$ cat config.mk
export PLATFORM = sky130hd
export DESIGN_NAME = word_align_utility_flat
export DESIGN_NICKNAME = d
export VERILOG_FILES = /design/src/rtl/word_align_pkg.sv /design/src/rtl/word_align_utility_if.sv /design/src/rtl/word_shift_utility.sv /design/src/rtl/word_align_utility.sv /design/src/flat_wrapper.sv
export SDC_FILE = /design/constraint.sdc
export NUM_CORES = 1
export LEC_CHECK = 0
export BUFFER_PORTS_ARGS = -buffer_cell sky130_fd_sc_hd__buf_4
export CAP_MARGIN = 20
export CORE_AREA = 2 2 94 96
export DETAILED_ROUTE_END_ITERATION = 8
export DIE_AREA = 0 0 96 98
export HOLD_SLACK_MARGIN = 0.15
export MAX_ROUTING_LAYER = met4
export PLACE_DENSITY_LB_ADDON = 0.15
export SYNTH_ARGS = -nofsm -noshare
export SYNTH_HDL_FRONTEND = slang
export SYNTH_SLANG_ARGS = --single-unit
$ cat constraint.sdc
create_clock -name clk160 -period 5.39 [get_ports clk160]
set_input_delay 1.078 -clock clk160 [delete_from_list [all_inputs] [get_ports clk160]]
set_output_delay 1.078 -clock clk160 [all_outputs]
set_load 0.01 [all_outputs]
$ cat src/rtl/word_align_pkg.sv
// Shared types and constants for the word-alignment stage: FSM state encoding,
// default lock/miss thresholds and the bit-offset width.
package word_align_pkg;

  typedef enum logic [2:0] {
    ST_IDLE,
    ST_SETTLE,
    ST_SEARCH,
    ST_CONFIRM,
    ST_LOCKED,
    ST_MANUAL
  } state_e;

  localparam int DEF_LOCK_COUNT = 8;
  localparam int DEF_MISS_LIMIT = 4;
  localparam int OFFSET_W       = 3;

  // Lowest set index of the match vector; earliest offset wins a tie.
  function automatic logic [OFFSET_W-1:0] lowest_set(input logic [7:0] v);
    logic [OFFSET_W-1:0] r;
    r = '0;
    for (int i = 7; i >= 0; i--) begin
      if (v[i]) r = OFFSET_W'(i);
    end
    return r;
  endfunction

endpackage

$ cat src/rtl/word_align_utility_if.sv
// Parallel word stream into and out of the word-alignment stage.
interface word_align_utility_if;
  logic [7:0] din;
  logic       din_valid;
  logic [7:0] dout;
  logic       dout_valid;

  modport master (output din, output din_valid, input dout, input dout_valid);
  modport slave  (input din, input din_valid, output dout, output dout_valid);
endinterface

$ cat src/rtl/word_shift_utility.sv
// Combinational 16->8 window selector: picks win[offset+7:offset].
module word_shift_utility
  import word_align_pkg::*;
(
  input  logic [15:0]         win,
  input  logic [OFFSET_W-1:0] offset,
  output logic [7:0]          word
);
  assign word = win[offset +: 8];
endmodule

$ cat src/rtl/word_align_utility.sv
// Word-alignment stage: searches all eight offsets of a two-word window for a
// sync pattern, confirms lock, realigns data. Optional macro: WORD_ALIGN_MANUAL_EN.
module word_align_utility
  import word_align_pkg::*;
#(
  parameter int LOCK_COUNT = DEF_LOCK_COUNT,
  parameter int MISS_LIMIT = DEF_MISS_LIMIT,
  parameter int ERR_W      = 16
) (
  input  logic                 clk160,
  input  logic                 rstb,
  word_align_utility_if.slave  bus,
  input  logic                 delay_ready,
  input  logic [7:0]           sync_pattern,
  input  logic                 check_en,
  input  logic                 realign,
  input  logic                 reset_counters,
`ifdef WORD_ALIGN_MANUAL_EN
  input  logic                 manual_mode,
  input  logic [OFFSET_W-1:0]  manual_offset,
`endif
  output logic [OFFSET_W-1:0]  bit_offset,
  output logic                 locked,
  output logic [ERR_W-1:0]     word_err_cnt,
  output logic [7:0]           lock_loss_cnt
);

  localparam int MC_W = $clog2(LOCK_COUNT + 1);
  localparam int MS_W = $clog2(MISS_LIMIT + 1);
  localparam logic [MC_W-1:0] MATCH_LAST = MC_W'(LOCK_COUNT - 1);
  localparam logic [MS_W-1:0] MISS_LAST  = MS_W'(MISS_LIMIT - 1);

  state_e               state_q, state_d;
  logic [7:0]           prev_q, prev_d;
  logic [OFFSET_W-1:0]  cand_q, cand_d;
  logic [MC_W-1:0]      match_cnt_q, match_cnt_d;
  logic [MS_W-1:0]      miss_cnt_q, miss_cnt_d;
  logic [OFFSET_W-1:0]  bit_offset_q, bit_offset_d;
  logic [ERR_W-1:0]     word_err_cnt_q, word_err_cnt_d;
  logic [7:0]           lock_loss_cnt_q, lock_loss_cnt_d;
  logic [7:0]           dout_q, dout_d;
  logic                 dout_valid_q, dout_valid_d;

  logic [15:0] win;
  logic [7:0]  m;
  logic [7:0]  dout_sel;
  logic        err_inc;
  logic        loss_inc;
  logic        in_manual;

  assign win = {bus.din, prev_q};

  for (genvar gi = 0; gi < 8; gi++) begin : g_tap
    logic [7:0] tap;
    word_shift_utility u_tap (
      .win    (win),
      .offset (OFFSET_W'(gi)),
      .word   (tap)
    );
    assign m[gi] = (tap == sync_pattern);
  end

  word_shift_utility u_dout (
    .win    (win),
    .offset (bit_offset_q),
    .word   (dout_sel)
  );

`ifdef WORD_ALIGN_MANUAL_EN
  assign in_manual = (state_q == ST_MANUAL);
`else
  assign in_manual = 1'b0;
`endif

  always_comb begin
    state_d      = state_q;
    cand_d       = cand_q;
    match_cnt_d  = match_cnt_q;
    miss_cnt_d   = miss_cnt_q;
    bit_offset_d = bit_offset_q;
    err_inc      = 1'b0;
    loss_inc     = 1'b0;

    if (!delay_ready) begin
      state_d = ST_IDLE;
    end else if (realign && !(state_q inside {ST_IDLE, ST_SETTLE})) begin
      state_d = ST_SEARCH;
`ifdef WORD_ALIGN_MANUAL_EN
    end else if (manual_mode && !(state_q inside {ST_IDLE, ST_MANUAL})) begin
      state_d      = ST_MANUAL;
      bit_offset_d = manual_offset;
`endif
    end else begin
      case (state_q)
        ST_IDLE:   state_d = ST_SETTLE;
        ST_SETTLE: if (bus.din_valid) state_d = ST_SEARCH;
        ST_SEARCH: begin
          if (bus.din_valid && (m != 8'h00)) begin
            cand_d  = lowest_set(m);
            state_d = ST_CONFIRM;
          end
        end
        ST_CONFIRM: begin
          if (bus.din_valid) begin
            if (!m[cand_q]) begin
              state_d = ST_SEARCH;
            end else if (match_cnt_q == MATCH_LAST) begin
              state_d      = ST_LOCKED;
              bit_offset_d = cand_q;
            end else begin
              match_cnt_d = match_cnt_q + 1'b1;
            end
          end
        end
        ST_LOCKED: begin
          if (bus.din_valid && check_en) begin
            if (m[bit_offset_q]) begin
              miss_cnt_d = '0;
            end else begin
              err_inc = 1'b1;
              if (miss_cnt_q == MISS_LAST) begin
                loss_inc = 1'b1;
                state_d  = ST_SEARCH;
              end else begin
                miss_cnt_d = miss_cnt_q + 1'b1;
              end
            end
          end
        end
`ifdef WORD_ALIGN_MANUAL_EN
        ST_MANUAL: begin
          bit_offset_d = manual_offset;
          if (bus.din_valid && check_en && !m[manual_offset]) err_inc = 1'b1;
          if (!manual_mode) state_d = ST_SEARCH;
        end
`endif
        default: state_d = ST_IDLE;
      endcase
    end

    // Entering any state restarts both run-length counters; the first hit
    // in SEARCH already counts as one match.
    if (state_d != state_q) begin
      miss_cnt_d  = '0;
      match_cnt_d = (state_d == ST_CONFIRM) ? MC_W'(1) : '0;
    end
  end

  always_comb begin
    word_err_cnt_d  = word_err_cnt_q;
    lock_loss_cnt_d = lock_loss_cnt_q;
    if (reset_counters) begin
      word_err_cnt_d  = '0;
      lock_loss_cnt_d = '0;
    end else begin
      if (err_inc && !(&word_err_cnt_q))   word_err_cnt_d  = word_err_cnt_q + 1'b1;
      if (loss_inc && !(&lock_loss_cnt_q)) lock_loss_cnt_d = lock_loss_cnt_q + 1'b1;
    end
  end

  always_comb begin
    prev_d       = bus.din_valid ? bus.din : prev_q;
    dout_d       = dout_sel;
    dout_valid_d = bus.din_valid & (locked | in_manual);
  end

  always_ff @(posedge clk160 or negedge rstb) begin
    if (!rstb) begin
      state_q         <= ST_IDLE;
      prev_q          <= '0;
      cand_q          <= '0;
      match_cnt_q     <= '0;
      miss_cnt_q      <= '0;
      bit_offset_q    <= '0;
      word_err_cnt_q  <= '0;
      lock_loss_cnt_q <= '0;
      dout_q          <= '0;
      dout_valid_q    <= 1'b0;
    end else begin
      state_q         <= state_d;
      prev_q          <= prev_d;
      cand_q          <= cand_d;
      match_cnt_q     <= match_cnt_d;
      miss_cnt_q      <= miss_cnt_d;
      bit_offset_q    <= bit_offset_d;
      word_err_cnt_q  <= word_err_cnt_d;
      lock_loss_cnt_q <= lock_loss_cnt_d;
      dout_q          <= dout_d;
      dout_valid_q    <= dout_valid_d;
    end
  end

  assign locked         = (state_q == ST_LOCKED);
  assign bit_offset     = bit_offset_q;
  assign word_err_cnt   = word_err_cnt_q;
  assign lock_loss_cnt  = lock_loss_cnt_q;
  assign bus.dout       = dout_q;
  assign bus.dout_valid = dout_valid_q;

endmodule
$ cat src/flat_wrapper.sv
// flat-port wrapper written by rule: the top's interface ports become plain ports
module word_align_utility_flat import word_align_pkg::*;
#(
  parameter int LOCK_COUNT = DEF_LOCK_COUNT,
  parameter int MISS_LIMIT = DEF_MISS_LIMIT,
  parameter int ERR_W      = 16
)
  (clk160, rstb, delay_ready, sync_pattern, check_en, realign, reset_counters, bit_offset, locked, word_err_cnt, lock_loss_cnt, bus_din, bus_din_valid, bus_dout, bus_dout_valid);
  word_align_utility_if bus_i ();
  input  logic clk160;
  input  logic rstb;
  input  logic delay_ready;
  input  logic [7:0] sync_pattern;
  input  logic check_en;
  input  logic realign;
  input  logic reset_counters;
  output logic [OFFSET_W-1:0] bit_offset;
  output logic locked;
  output logic [ERR_W-1:0] word_err_cnt;
  output logic [7:0] lock_loss_cnt;
  input wire logic [$bits(bus_i.din)-1:0] bus_din;
  input wire logic [$bits(bus_i.din_valid)-1:0] bus_din_valid;
  output wire logic [$bits(bus_i.dout)-1:0] bus_dout;
  output wire logic [$bits(bus_i.dout_valid)-1:0] bus_dout_valid;
  assign bus_i.din = bus_din;
  assign bus_i.din_valid = bus_din_valid;
  assign bus_dout = bus_i.dout;
  assign bus_dout_valid = bus_i.dout_valid;
  word_align_utility #(.LOCK_COUNT(LOCK_COUNT), .MISS_LIMIT(MISS_LIMIT), .ERR_W(ERR_W)) u_core (.clk160(clk160), .rstb(rstb), .bus(bus_i), .delay_ready(delay_ready), .sync_pattern(sync_pattern), .check_en(check_en), .realign(realign), .reset_counters(reset_counters), .bit_offset(bit_offset), .locked(locked), .word_err_cnt(word_err_cnt), .lock_loss_cnt(lock_loss_cnt));
endmodule
* After elaboration in Yosys (flattened, before gate mapping)
Cells that the tools add are included.
** Storage, ports and cells
- Bits in latches :: 0
- Logic and storage cells :: 116
- Bits in read-only memories :: 0
- Memories :: 0
- Output and inout port bits :: 37
- RAM bits :: 0
- Bits in registers :: 57
** Operators by class
- $mul :: 0
- Equal/unequal tests :: 19
- Multiplexer cells :: 53
- Div/mod/pow operators :: 0
- $add $sub $neg :: 4
- Reduce and logical (&&, ||, !) cells :: 25
- Magnitude comparators :: 2
- Bitwise logic cells :: 2
- Shift operators :: 1
** Operator list (number)
- 3-bit two-way mux :: 25
- 8-bit == test :: 8
- 16-bit two-way mux :: 2
- 4-bit two-way mux :: 7
- 2-bit nonzero test :: 9
- 16-bit by 1-bit adder with 16-bit output (second input constant) :: 1
- 8-bit two-way mux :: 2
- 16-bit AND reduction :: 1
- 16-bit by 4-bit variable part select with 8-bit output :: 1
- 3-bit one-hot mux with 5 select lines :: 1
- 1-bit two-way mux :: 14
- 3-bit by 2-bit == test with 1-bit output (second input constant) :: 4
- 6-bit AND reduction :: 2
- 8-bit by 1-bit adder with 8-bit output (second input constant) :: 1
- 3-bit by 4-bit less-than comparator with 1-bit output (second input constant) :: 2
- 8-bit AND reduction :: 1
- 8-bit nonzero test :: 1
- 1-bit binary-select mux with 3-bit select :: 2
- 1-bit logical AND :: 5
- 5-bit AND reduction :: 1
- 4-bit by 1-bit adder with 4-bit output (second input constant) :: 1
- 4-bit by 3-bit == test with 1-bit output (second input constant) :: 1
- 2-bit inequality test (second input constant) :: 2
- 4-bit AND reduction :: 1
- 9 further kinds :: 11

* Longest topological paths before layout
Gate-level depths: netlist of the first run.
- Word-level depth :: 11
- Mapped depth :: 11
- Gate-level depth less buffers :: 9

* Modules after synthesis
From an unflattened synthesis of the first run, not the netlist that was laid out.
** Second synthesis, totals
- Cell total of the unflattened synthesis :: 835
- Area total of the unflattened synthesis :: 7531.0 um^2
** Modules (own cells, without submodules)
- word_align_utility :: instances 1, cells each 412, seq. area each 1426.4 um^2, area each 3814.9 um^2
- word_shift_utility :: instances 9, cells each 47, seq. area each 0.0 um^2, area each 412.9 um^2

* Least setup slack after synthesis of the first run
Ideal clock, no wire load.
- Kind :: in2reg
- From :: input port sync_pattern[7]
- To :: register u_core.match_cnt_q[0]
- Stages :: 10
- Path slack :: 1.971 ns
- Data required time :: 5.272 ns
- Data arrival time :: 3.301 ns
- Path through :: buf_2 xor2_1 nor4_1 nand2_1 a32oi_1 or4b_4 or2_4 and3b_4 o211a_1 a21o_1
** On the way
- Cells in the longest elaborated chain, start to end :: 11
** RTL lines
- start: declaration :: line flat_wrapper.sv:13 : input logic [7:0] sync_pattern;
- 8-bit == test :: line word_align_utility.sv:60 : assign m[gi] = (tap == sync_pattern);
- 1-bit binary-select mux with 3-bit select (on tied branches) :: line word_align_utility.sv:117, word_align_utility.sv:105
- 1-bit two-way mux (on tied branches) :: line word_align_utility.sv:117, word_align_utility.sv:105
- 3-bit two-way mux (on tied branches) :: line word_align_utility.sv:117, word_align_utility.sv:105
- 3-bit two-way mux (on tied branches) :: line word_align_utility.sv:116, word_align_utility.sv:104
- 3-bit one-hot mux with 5 select lines :: line word_align_utility.sv:94 : case (state_q)
- 3-bit two-way mux :: line word_align_utility.sv:86 : end else if (realign && !(state_q inside {ST_IDLE, ST_SETTLE})) begin
- 3-bit two-way mux :: line word_align_utility.sv:84 : if (!delay_ready) begin
- 3-bit inequality test / 3-bit by 2-bit == test with 1-bit output (equally long branches) :: line word_align_utility.sv:143, word_align_utility.sv:145
- 2-bit inequality test (no source line), or another cell as far along
- 6-bit AND reduction (no source line) / 4-bit two-way mux (equally long branches)
- end signal: assignment :: line word_align_utility.sv:183 : match_cnt_q <= match_cnt_d;
- end: declaration :: line word_align_utility.sv:36 : logic [MC_W-1:0] match_cnt_q, match_cnt_d;
Several ways; a longest one is shown, not always the timed one. The select of a mux whose other input is x is not followed.
A chain may end at the register's enable or synchronous reset.

* Worst setup path in the final report of the first run
- From :: input port sync_pattern[3]
- To :: register u_core.miss_cnt_q[0]
** On the way
- Cells in the longest elaborated chain, start to end :: 11
** RTL lines
- 8-bit == test :: line word_align_utility.sv:60
- 1-bit binary-select mux with 3-bit select (on tied branches) :: line word_align_utility.sv:117, word_align_utility.sv:105
- 1-bit two-way mux (on tied branches) :: line word_align_utility.sv:117, word_align_utility.sv:105
- 3-bit two-way mux (on tied branches) :: line word_align_utility.sv:117, word_align_utility.sv:105
- 3-bit two-way mux (on tied branches) :: line word_align_utility.sv:116, word_align_utility.sv:104
- 3-bit one-hot mux with 5 select lines :: line word_align_utility.sv:94
- 3-bit two-way mux :: line word_align_utility.sv:86
- 3-bit two-way mux :: line word_align_utility.sv:84
- 3-bit inequality test :: line word_align_utility.sv:143 : if (state_d != state_q) begin
- 3-bit by 2-bit inequality test with 1-bit output (no source line), or another cell as far along
- 5-bit AND reduction (no source line)
- end signal: assignment :: line word_align_utility.sv:184 : miss_cnt_q <= miss_cnt_d;
- end: declaration :: line word_align_utility.sv:37 : logic [MS_W-1:0] miss_cnt_q, miss_cnt_d;
Several ways; a longest one is shown, not always the timed one. The select of a mux whose other input is x is not followed.

==> impl_metrics.env, run 1 <==
export IMPL_finalSetupTns_ns=0
export IMPL_regArea_um2=1430
export IMPL_synth_area_leader_cell="dfrtp_1"
export IMPL_holdWs_ns=0.538
export IMPL_post_dp_hpwl_um=6740
export IMPL_routed_wl_um=9590
export IMPL_dr_pass1_iters=4
export IMPL_dieHeight_um=98
export IMPL_synth_common_cells="nor2_1, dfrtp_1, xnor2_1"
export IMPL_vias=3214
export IMPL_grt_usage_pct=22.1
export IMPL_power_density_nw_per_um2=246
export IMPL_cp_num_buf_inv=1
export IMPL_syn_area_um2=4070
export IMPL_cp_slowest_cell="nor4_1"
export IMPL_cp_data_arrival_time_ns=3.80
export IMPL_path_delay_family="simple AND/OR/NAND/NOR gates"
export IMPL_drt_wirelength_per_cell_um=16.3
export IMPL_cts_buffers_inserted=9
export IMPL_yosysTopAreaCellShare_pct=35.1
export IMPL_fin_crit_sh_pct=66.3
export IMPL_grt_start_max_net_pins=58
export IMPL_pwr_share_comb_pct=14.6
export IMPL_post_route_util_pct=55.4
export IMPL_clkPwrFrac_pct=44.7
export IMPL_internal_power_w=0.000835
export IMPL_async_reset_ff_share_pct=100
export IMPL_synth_cell_types=57
export IMPL_root_buffer="clkbuf_8"
export IMPL_grt_pass1_wl_um=15700
export IMPL_viasPerCell=5.45
export IMPL_ys_seq_area_share_pct=35.1
export IMPL_worst_pin_slew_ns=1.03
export IMPL_p_sw_share_pct=27.6
export IMPL_avgSynthCellArea_um2=9.20
export IMPL_r2r_cells=8
export IMPL_place_inst=574
export IMPL_clock_sinks=57
export IMPL_start_kind="input port"
export IMPL_status="complete, no violations"
export IMPL_switchingPower_w=0.000318
export IMPL_path_depth=10
export IMPL_final_fill_count=794
export IMPL_period_minus_slack_ns=3.57
export IMPL_ant_nets=0
export IMPL_clk_latency_ns=0.34
export IMPL_fin_nets=505
export IMPL_antenna_cells=0
export IMPL_die_w_um=96
export IMPL_setup_worst_path_end_class="register"
export IMPL_crit_type="in -> reg"
export IMPL_max_stage_delay_ns=0.56
export IMPL_syn_num_nets=470
export IMPL_cts_setup_buffers=0
export IMPL_post_place_ws_ns=1.48
export IMPL_maxCapViolations=0
export IMPL_p_leak_nw=1.96
export IMPL_cts_hold_buffers=0
export IMPL_hold_depth=2
export IMPL_yosysMostFrequentCell="nor2_1"
export IMPL_hp_class="reg -> reg"
export IMPL_htree_num_levels=3
export IMPL_finalSetupViolCount=0
export IMPL_multi_input_area_um2=2400
export IMPL_rsz0062_at_grt="false"
export IMPL_io_buffers=59
export IMPL_grt_ovfl_total=0
export IMPL_fin_ws_ns=1.82
export IMPL_yosys_register_bits=57
export IMPL_skew_ns=0.0109
export IMPL_grt_antenna_before_repair=0
export IMPL_power_frac_seq_pct=40.7
export IMPL_synth_main_ff_cell="dfrtp_1"
export IMPL_ios=60
export IMPL_drc_errors=0
export IMPL_cp_data_required_time_ns=5.62
export IMPL_ctsLongestPathBuffers=2
export IMPL_grt_pass1_vias=3092
export IMPL_synthCells=442
export IMPL_clk_pin_slew_ns=0.08
export IMPL_path_cells="buf_4 > xor2_1 > nor4_1 > nand2_1 > a32oi_1 > or4b_4 > or2_4 > and3b_4 > o21ai_2 > nor2_1"
export IMPL_final_cells=590
export IMPL_drive_gt1_share_pct=22.0
export IMPL_synth_edf_count=0
export IMPL_coreArea_um2=8470
export IMPL_peakVddDrop_v=0.000160
export IMPL_drt_iter0_drc=145
export IMPL_ys_warn_count=0
export IMPL_start_util_pct=48.0
export IMPL_crit_fanout=8
export IMPL_cts_resized=0
export IMPL_row_count=34
export IMPL_synth_top_cells_by_area="dfrtp_1, xnor2_1, xor2_1"
export IMPL_die_area_um2=9410
export IMPL_drv_slew=0
export IMPL_place_congestion=0.890
export IMPL_slew_headroom_pct=31.1
export IMPL_hold_viol=0
export IMPL_syn_to_final_growth_pct=15.4
export IMPL_max_freq_mhz=280
export IMPL_cts_tree="built"
-- state kept, by name, indices dropped and copies added (netlist names) --
register,count
u_core.cand_q,3
u_core.lock_loss_cnt,8
u_core.bus.dout_valid,1
u_core.word_err_cnt,16
u_core.match_cnt_q,4
u_core.state_q,3
u_core.prev_q,8
u_core.bus.dout,8
u_core.bit_offset,3
u_core.miss_cnt_q,3
-- cells by family after synthesis --
kind of cell             after synthesis  synth area share [%]
AO/OA/AOI/OAI                         52                  8.68
XOR/XNOR                              88                  19.0
adder cells (fa/ha/maj)                5                  1.54
buffers and inverters                 45                  5.85
flip-flops                            57                  35.1
multiplexers                          28                  8.22
AND/OR/NAND/NOR                      167                  21.7
-- final timing paths --
kind                       slack (ns)                 start                      end
max                              1.82       sync_pattern[3]     u_core.miss_cnt_q[0]
min                              0.54  u_core.miss_cnt_q[2]     u_core.miss_cnt_q[2]
max reg2reg                      2.08  u_core.bit_offset[0]  u_core.word_err_cnt[10]
min reg2reg                      0.54  u_core.miss_cnt_q[2]     u_core.miss_cnt_q[2]
max in group asynchronous        4.12                  rstb       u_core.bus.dout[0]
min in group asynchronous        0.80                  rstb   u_core.word_err_cnt[6]
-- through the flow --
step,area (um2),power [W]
finish,4690,0.00115
global route,4690,0.00121
CTS,4690,0.00117
detailed placement,4440,0.000646
global placement,4440,0.000645
floorplan,4070,0.000597
-- final cells by class --
class	instances	area share, %
timing repair buffer	59	9.44
clock buffer	9	2.64
tap	108	2.88
multi-input combinational	340	51.2
inverter	10	0.800
sequential	57	30.4
clock inverter	7	2.67
-- routing by layer --
metal / routed length [um] / up-vias / GRT usage [%]
li1: - / 1593 / -
met5: 0 / - / -
met3: 390 / 8 / 4.55
met2: 4480 / 64 / 33.4
met1: 4620 / 1549 / 30.3
met4: 103 / 0 / 6.15
-- power by group through the flow --
stage,combinational [W],sequential (W),clock [W]
2_1_floorplan,0.000137,0.000459,0
3_3_place_gp,0.000169,0.000477,0
3_5_place_dp,0.000169,0.000477,0
4_1_cts,0.000170,0.000469,0.000528
5_1_grt,0.000185,0.000471,0.000550
6_report,0.000168,0.000469,0.000515
-- worst register-to-register path: cells and delay by family, from the launching register on --
kind                      cells  cell delay (ns)
xor gates and xnor gates      1             0.17
buffers and inverters         1             0.44
and+or+nand+nor               4             0.61
DFF                           1             0.59
AOI/OAI and AO/OA             2             1.35
-- layout by cell type, fill, tap and decap left out, drive strengths merged, types with 5 or more instances in the layout --
cell	count
a21oi	15
nor3	8
o21ai	13
nor2	59
xor2	35
nand4	21
nand3	14
buf	59
inv	12
and3	7
ha	5
xnor2	53
clkbuf	9
mux2i	12
nand2	33
nor4	6
mux2	13
dfrtp	57
Note: power is estimated with default switching activity, not from simulation.
==> run 2, diff against run 1 <==
==> constraint.sdc (replaced) <==
create_clock -name clk160 -period 3.3 [get_ports clk160]
set_input_delay 0.66 -clock clk160 [delete_from_list [all_inputs] [get_ports clk160]]
set_output_delay 0.66 -clock clk160 [all_outputs]
set_load 0.01 [all_outputs]
==> run 2 against run 1 <==
  * Final area increased by 1.5%
  * Setup slack got worse by 1.5 ns
  * Critical path depth unchanged
  * Critical endpoint is now u_core.match_cnt_q[2]
  * Routed wire length increased by 0.27%
  * Critical path type is now reg -> reg
==> impl_metrics.env, run 2 (synthesized netlist as in run 1, its figures left out) <==
export IMPL_worst_pin_slew_ns=0.826
export IMPL_io_buffers=59
export IMPL_drc_errors=0
export IMPL_final_fill_count=786
export IMPL_cts_hold_buffers=0
export IMPL_htree_num_levels=3
export IMPL_drt_iter0_drc=166
export IMPL_clkPwrFrac_pct=39.2
export IMPL_slew_headroom_pct=44.2
export IMPL_start_kind="register"
export IMPL_power_density_nw_per_um2=363
export IMPL_hp_class="in -> async"
export IMPL_stdcell_area_um2=4760
export IMPL_cts_buffers_inserted=9
export IMPL_root_buffer="clkbuf_8"
export IMPL_place_congestion=0.898
export IMPL_rrSetupSlack_ns=0.28
export IMPL_setup_worst_path_end_class="register"
export IMPL_rsz0062_at_grt="false"
export IMPL_ant_nets=0
export IMPL_cts_tree="built"
export IMPL_largest_reg_flops=16
export IMPL_finalSetupTns_ns=0
export IMPL_grt_pass1_wl_um=15600
export IMPL_row_count=34
export IMPL_grt_pass1_vias=3160
export IMPL_fin_nets=520
export IMPL_drt_wirelength_per_cell_um=15.9
export IMPL_max_freq_mhz=332
export IMPL_die_w_um=96
export IMPL_maxCapViolations=0
export IMPL_grt_ovfl_total=0
export IMPL_ios=60
export IMPL_rr_startpoint="u_core.prev_q[7]"
export IMPL_internal_power_w=0.00125
export IMPL_fin_crit_sh_pct=91.4
export IMPL_clk_latency_ns=0.33
export IMPL_crit_fanout=7
export IMPL_power_frac_seq_pct=44.0
export IMPL_grt_usage_pct=21.8
export IMPL_hold_viol=0
export IMPL_dr_pass1_iters=4
export IMPL_vias=3362
export IMPL_grt_antenna_before_repair=0
export IMPL_skew_ns=0.0102
export IMPL_cts_setup_buffers=0
export IMPL_cp_data_required_time_ns=3.50
export IMPL_viasPerCell=5.56
export IMPL_clk_pin_slew_ns=0.06
export IMPL_p_leak_nw=2.01
export IMPL_cp_data_arrival_time_ns=3.22
export IMPL_drv_slew=0
export IMPL_max_stage_delay_ns=0.60
export IMPL_start_util_pct=48.0
export IMPL_path_cells="buf_4 > xnor2_1 > nand4_1 > nor2_1 > o32ai_1 > or4b_4 > or2_4 > and3b_4 > o21ai_2 > nor3b_2"
export IMPL_r2r_end="u_core.match_cnt_q[2]"
export IMPL_switchingPower_w=0.000477
export IMPL_cp_slowest_cell="or4b_4"
export IMPL_layout_common_cells="buf_4, nor2_1, dfrtp_1"
export IMPL_status="complete, no violations"
export IMPL_peakVddDrop_v=0.000328
export IMPL_place_area_um2=4560
export IMPL_syn_to_final_growth_pct=17.1
export IMPL_pwr_share_comb_pct=16.8
export IMPL_grt_start_max_net_pins=58
export IMPL_die_area_um2=9410
export IMPL_dieHeight_um=98
export IMPL_drive_gt1_share_pct=24.1
export IMPL_coreArea_um2=8470
export IMPL_antenna_cells=0
export IMPL_clock_sinks=57
export IMPL_r2r_cells=10
export IMPL_ctsLongestPathBuffers=2
export IMPL_cts_resized=0
export IMPL_layout_commonest_cell="buf_4"
export IMPL_p_sw_share_pct=27.6
export IMPL_routed_wl_um=9620
export IMPL_finalSetupViolCount=0
export IMPL_period_minus_slack_ns=3.02
export IMPL_crit_type="reg -> reg"
export IMPL_post_dp_hpwl_um=6850
-- run 2: cell type report --
type	count	area [um2]	share of cell area, %
multi-input cells	340	2400	50.4
clock buffers	12	155	3.26
inverters	10	37.5	0.788
well taps	108	135	2.84
repair buffers	74	556	11.7
clock inverters	4	51.3	1.08
flip-flops and latches	57	1430	30.0
-- run 2: worst max path at each step --
| stage | from | to | slack [ns] | cells past startpoint |
|---|---|---|---|---|
| 2_1_floorplan | sync_pattern[7] | u_core.match_cnt_q[0] | 0.30 | 10 |
| 4_1_cts | u_core.prev_q[7] | u_core.match_cnt_q[2] | 0.31 | 10 |
| 6_report | u_core.prev_q[7] | u_core.match_cnt_q[2] | 0.28 | 10 |
| 5_1_grt | u_core.prev_q[7] | u_core.match_cnt_q[3] | 0.11 | 10 |
| 3_5_place_dp | sync_pattern[3] | u_core.miss_cnt_q[1] | 0.03 | 10 |
| 3_3_place_gp | sync_pattern[3] | u_core.miss_cnt_q[2] | 0.07 | 10 |
-- run 2: power groups by stage --
stage	logic, W	registers (W)	clock network, W
2_1_floorplan	0.000224	0.000750	0
3_3_place_gp	0.000287	0.000773	0
3_5_place_dp	0.000290	0.000774	0
4_1_cts	0.000292	0.000760	0.000693
5_1_grt	0.000317	0.000764	0.000724
6_report	0.000290	0.000761	0.000677
-- run 2: critical path, delay by kind of cell (launching register included) --
family	cells	cell delay (ns)
simple gates	6	1.57
compound gates	2	0.41
buf+inv	1	0.23
flops	1	0.55
xor+xnor	1	0.13
-- run 2: through the flow --
step | hold WS, ns | std cells | util [%] | total power (W) | setup WS, ns
after floorplan | 0.364 | 442 | - | 0.000975 | 0.299
after global routing | 0.453 | 605 | 56.3 | 0.00180 | 0.110
final | 0.393 | 605 | 56.3 | 0.00173 | 0.284
after global placement | 0.499 | 589 | 53.8 | 0.00106 | 0.0650
after CTS | 0.416 | 605 | 56.3 | 0.00175 | 0.306
after detailed placement | 0.511 | 589 | 53.8 | 0.00106 | 0.0293
-- run 2: routing by layer --
layer	track usage [%]	vias to the layer above	share of wire [%]
li1	-	1625	-
met1	30.1	1647	48
met2	33.0	78	46
met3	3.47	12	3.7
met4	6.15	0	1.4
met5	-	-	0
==> run 3, diff against run 2 <==
--- a/config.mk
+++ b/config.mk
@@ -12,7 +12,7 @@
 export DIE_AREA = 0 0 96 98
 export HOLD_SLACK_MARGIN = 0.15
 export MAX_ROUTING_LAYER = met4
-export PLACE_DENSITY_LB_ADDON = 0.15
+export PLACE_DENSITY = 0.7
 export SYNTH_ARGS = -nofsm -noshare
 export SYNTH_HDL_FRONTEND = slang
 export SYNTH_SLANG_ARGS = --single-unit
==> run 3 against run 2 <==
  * Clock skew about the same
  * Die area stayed put
  * Sequential share of layout area grew 0.44 points
  * Sequential power increased by 0.8%
  * Hold slack worse by 0.030 ns
  * Count of clock-buffer cells in the layout is 1 lower
  * Setup slack worse by 0.13 ns
  * Total power shrank 2.6%
  * Register-to-register slack got worse by 0.13 ns
  * Combinational power fell by 6%
==> impl_metrics.env, run 3 (synthesized netlist as in run 1, its figures left out) <==
export IMPL_root_buffer="clkbuf_8"
export IMPL_finalSetupViolCount=0
export IMPL_dr_wl_met2_um=4210
export IMPL_coreArea_um2=8470
export IMPL_max_stage_delay_ns=0.57
export IMPL_internal_power_w=0.00122
export IMPL_dieHeight_um=98
export IMPL_place_inst=580
export IMPL_cts_setup_buffers=0
export IMPL_largest_reg_flops=16
export IMPL_period_minus_slack_ns=3.14
export IMPL_p_leak_nw=1.96
export IMPL_final_cells=596
export IMPL_drc_errors=0
export IMPL_post_dp_hpwl_um=6620
export IMPL_cp_data_required_time_ns=3.53
export IMPL_grt_start_max_net_pins=58
export IMPL_worst_pin_slew_ns=0.735
export IMPL_setup_worst_path_end_class="register"
export IMPL_die_area_um2=9410
export IMPL_fin_crit_sh_pct=95.3
export IMPL_dr_pass1_iters=5
export IMPL_drv_slew=0
export IMPL_finalSetupTns_ns=0
export IMPL_routed_wl_um=9170
export IMPL_cp_slowest_cell="dfrtp_1"
export IMPL_peakVddDrop_v=0.000273
export IMPL_layout_common_cells="buf_4, nor2_1, dfrtp_1"
export IMPL_max_freq_mhz=318
export IMPL_drt_iter0_drc=184
export IMPL_grt_pass1_vias=3114
export IMPL_slew_headroom_pct=51.0
export IMPL_holdWs_ns=0.362
export IMPL_power_density_nw_per_um2=358
export IMPL_path_cells="xor2_1 > nor4_1 > nand2_1 > a32oi_1 > or4b_4 > nor3_2 > a21oi_1 > o311a_1 > a21o_1"
export IMPL_grt_ovfl_total=0
export IMPL_skew_ns=0.0105
export IMPL_wl_met3_um=528
export IMPL_pwr_share_comb_pct=16.2
export IMPL_total_power_w=0.00168
export IMPL_start_util_pct=48.0
export IMPL_vias=3311
export IMPL_grt_antenna_before_repair=0
export IMPL_viasPerCell=5.56
export IMPL_place_congestion=0.966
export IMPL_fin_nets=511
export IMPL_rsz0062_at_grt="false"
export IMPL_clk_latency_ns=0.34
export IMPL_die_w_um=96
export IMPL_clkPwrFrac_pct=38.2
export IMPL_switchingPower_w=0.000461
export IMPL_syn_to_final_growth_pct=15.5
export IMPL_crit_type="reg -> reg"
export IMPL_cp_data_arrival_time_ns=3.38
export IMPL_drive_gt1_share_pct=23.0
export IMPL_cts_buffers_inserted=9
export IMPL_cts_tree="built"
export IMPL_ios=60
export IMPL_hp_class="in -> async"
export IMPL_row_count=34
export IMPL_layout_commonest_cell="buf_4"
export IMPL_wl_met1_um=4200
export IMPL_io_buffers=59
export IMPL_drt_wirelength_per_cell_um=15.4
export IMPL_maxCapViolations=0
export IMPL_hold_viol=0
export IMPL_status="complete, no violations"
export IMPL_htree_num_levels=3
export IMPL_power_frac_seq_pct=45.6
export IMPL_post_route_util_pct=55.5
export IMPL_start_kind="register"
export IMPL_grt_pass1_wl_um=15200
export IMPL_clk_pin_slew_ns=0.07
export IMPL_top_layer="met4"
export IMPL_p_sw_share_pct=27.4
export IMPL_crit_fanout=10
export IMPL_grt_usage_pct=21.1
export IMPL_ant_nets=0
export IMPL_antenna_cells=0
export IMPL_ctsLongestPathBuffers=2
export IMPL_clock_sinks=57
==> run 3: cell count changes in the layout (fill, tap and decap cells not counted) <==
cell / delta
buf_4: -9
a311oi_2: -1
a311oi_4: +1
clkbuf_8: -1
clkinv_2: +1
clkinv_4: -1
clkinvlp_4: +1
dfrtp_1: -1
dfrtp_2: +1
==> run 3: final timing paths <==
path	start	to	slack [ns]	cells past startpoint
max	u_core.prev_q[6]	u_core.match_cnt_q[0]	0.16	9
min	rstb	u_core.prev_q[0]	0.36	1
max reg2reg	u_core.prev_q[6]	u_core.match_cnt_q[0]	0.16	9
min reg2reg	u_core.miss_cnt_q[1]	u_core.miss_cnt_q[1]	0.54	2
max in group asynchronous	rstb	u_core.bus.dout[1]	2.44	1
min in group clk160	u_core.miss_cnt_q[1]	u_core.miss_cnt_q[1]	0.54	2
==> run 3: power groups by stage <==
stage,clock network [W],registers [W],logic [W]
floorplan,0,0.000750,0.000224
finish,0.000643,0.000767,0.000273
global route,0.000697,0.000770,0.000302
global placement,0,0.000779,0.000269
CTS,0.000663,0.000765,0.000275
detailed placement,0,0.000779,0.000273
==> run 3: critical path: cells and delay by family, from the launching register on <==
family	cells	cell delay, ns
XOR/XNOR	1	0.24
AO/OA/AOI/OAI	4	0.90
flip-flops	1	0.57
AND/OR/NAND/NOR	4	1.32
==> run 3: area by class of cell <==
class,count,area [um2]
fill,742,3770
multi-input combinational,340,2410
sequential,57,1430
timing repair buffer,65,488
clock buffer,11,141
tap,108,135
clock inverter,5,55.1
inverter,10,37.5
==> run 3: per-stage QoR <==
stage               worst slack, ns  cell area, um2
global route                 0.0183            4700
floorplan                     0.299            4070
global placement            -0.0125            4490
detailed placement          0.00768            4490
finish                        0.156            4700
CTS                           0.159            4680
==> run 3: repair_timing <==
action,CTS,global route
gates resized for setup,0,2
setup endpoints to repair,0,22
hold buffers,0,0
endpoints found under the hold margin,0,0
==> run 3: per-layer routing <==
| metal | up-vias | GRT usage [%] |
|---|---|---|
| met1 | 1575 | 29.4 |
| met3 | 24 | 3.94 |
| met5 | - | - |
| met2 | 108 | 30.6 |
| li1 | 1604 | - |
| met4 | 0 | 7.69 |
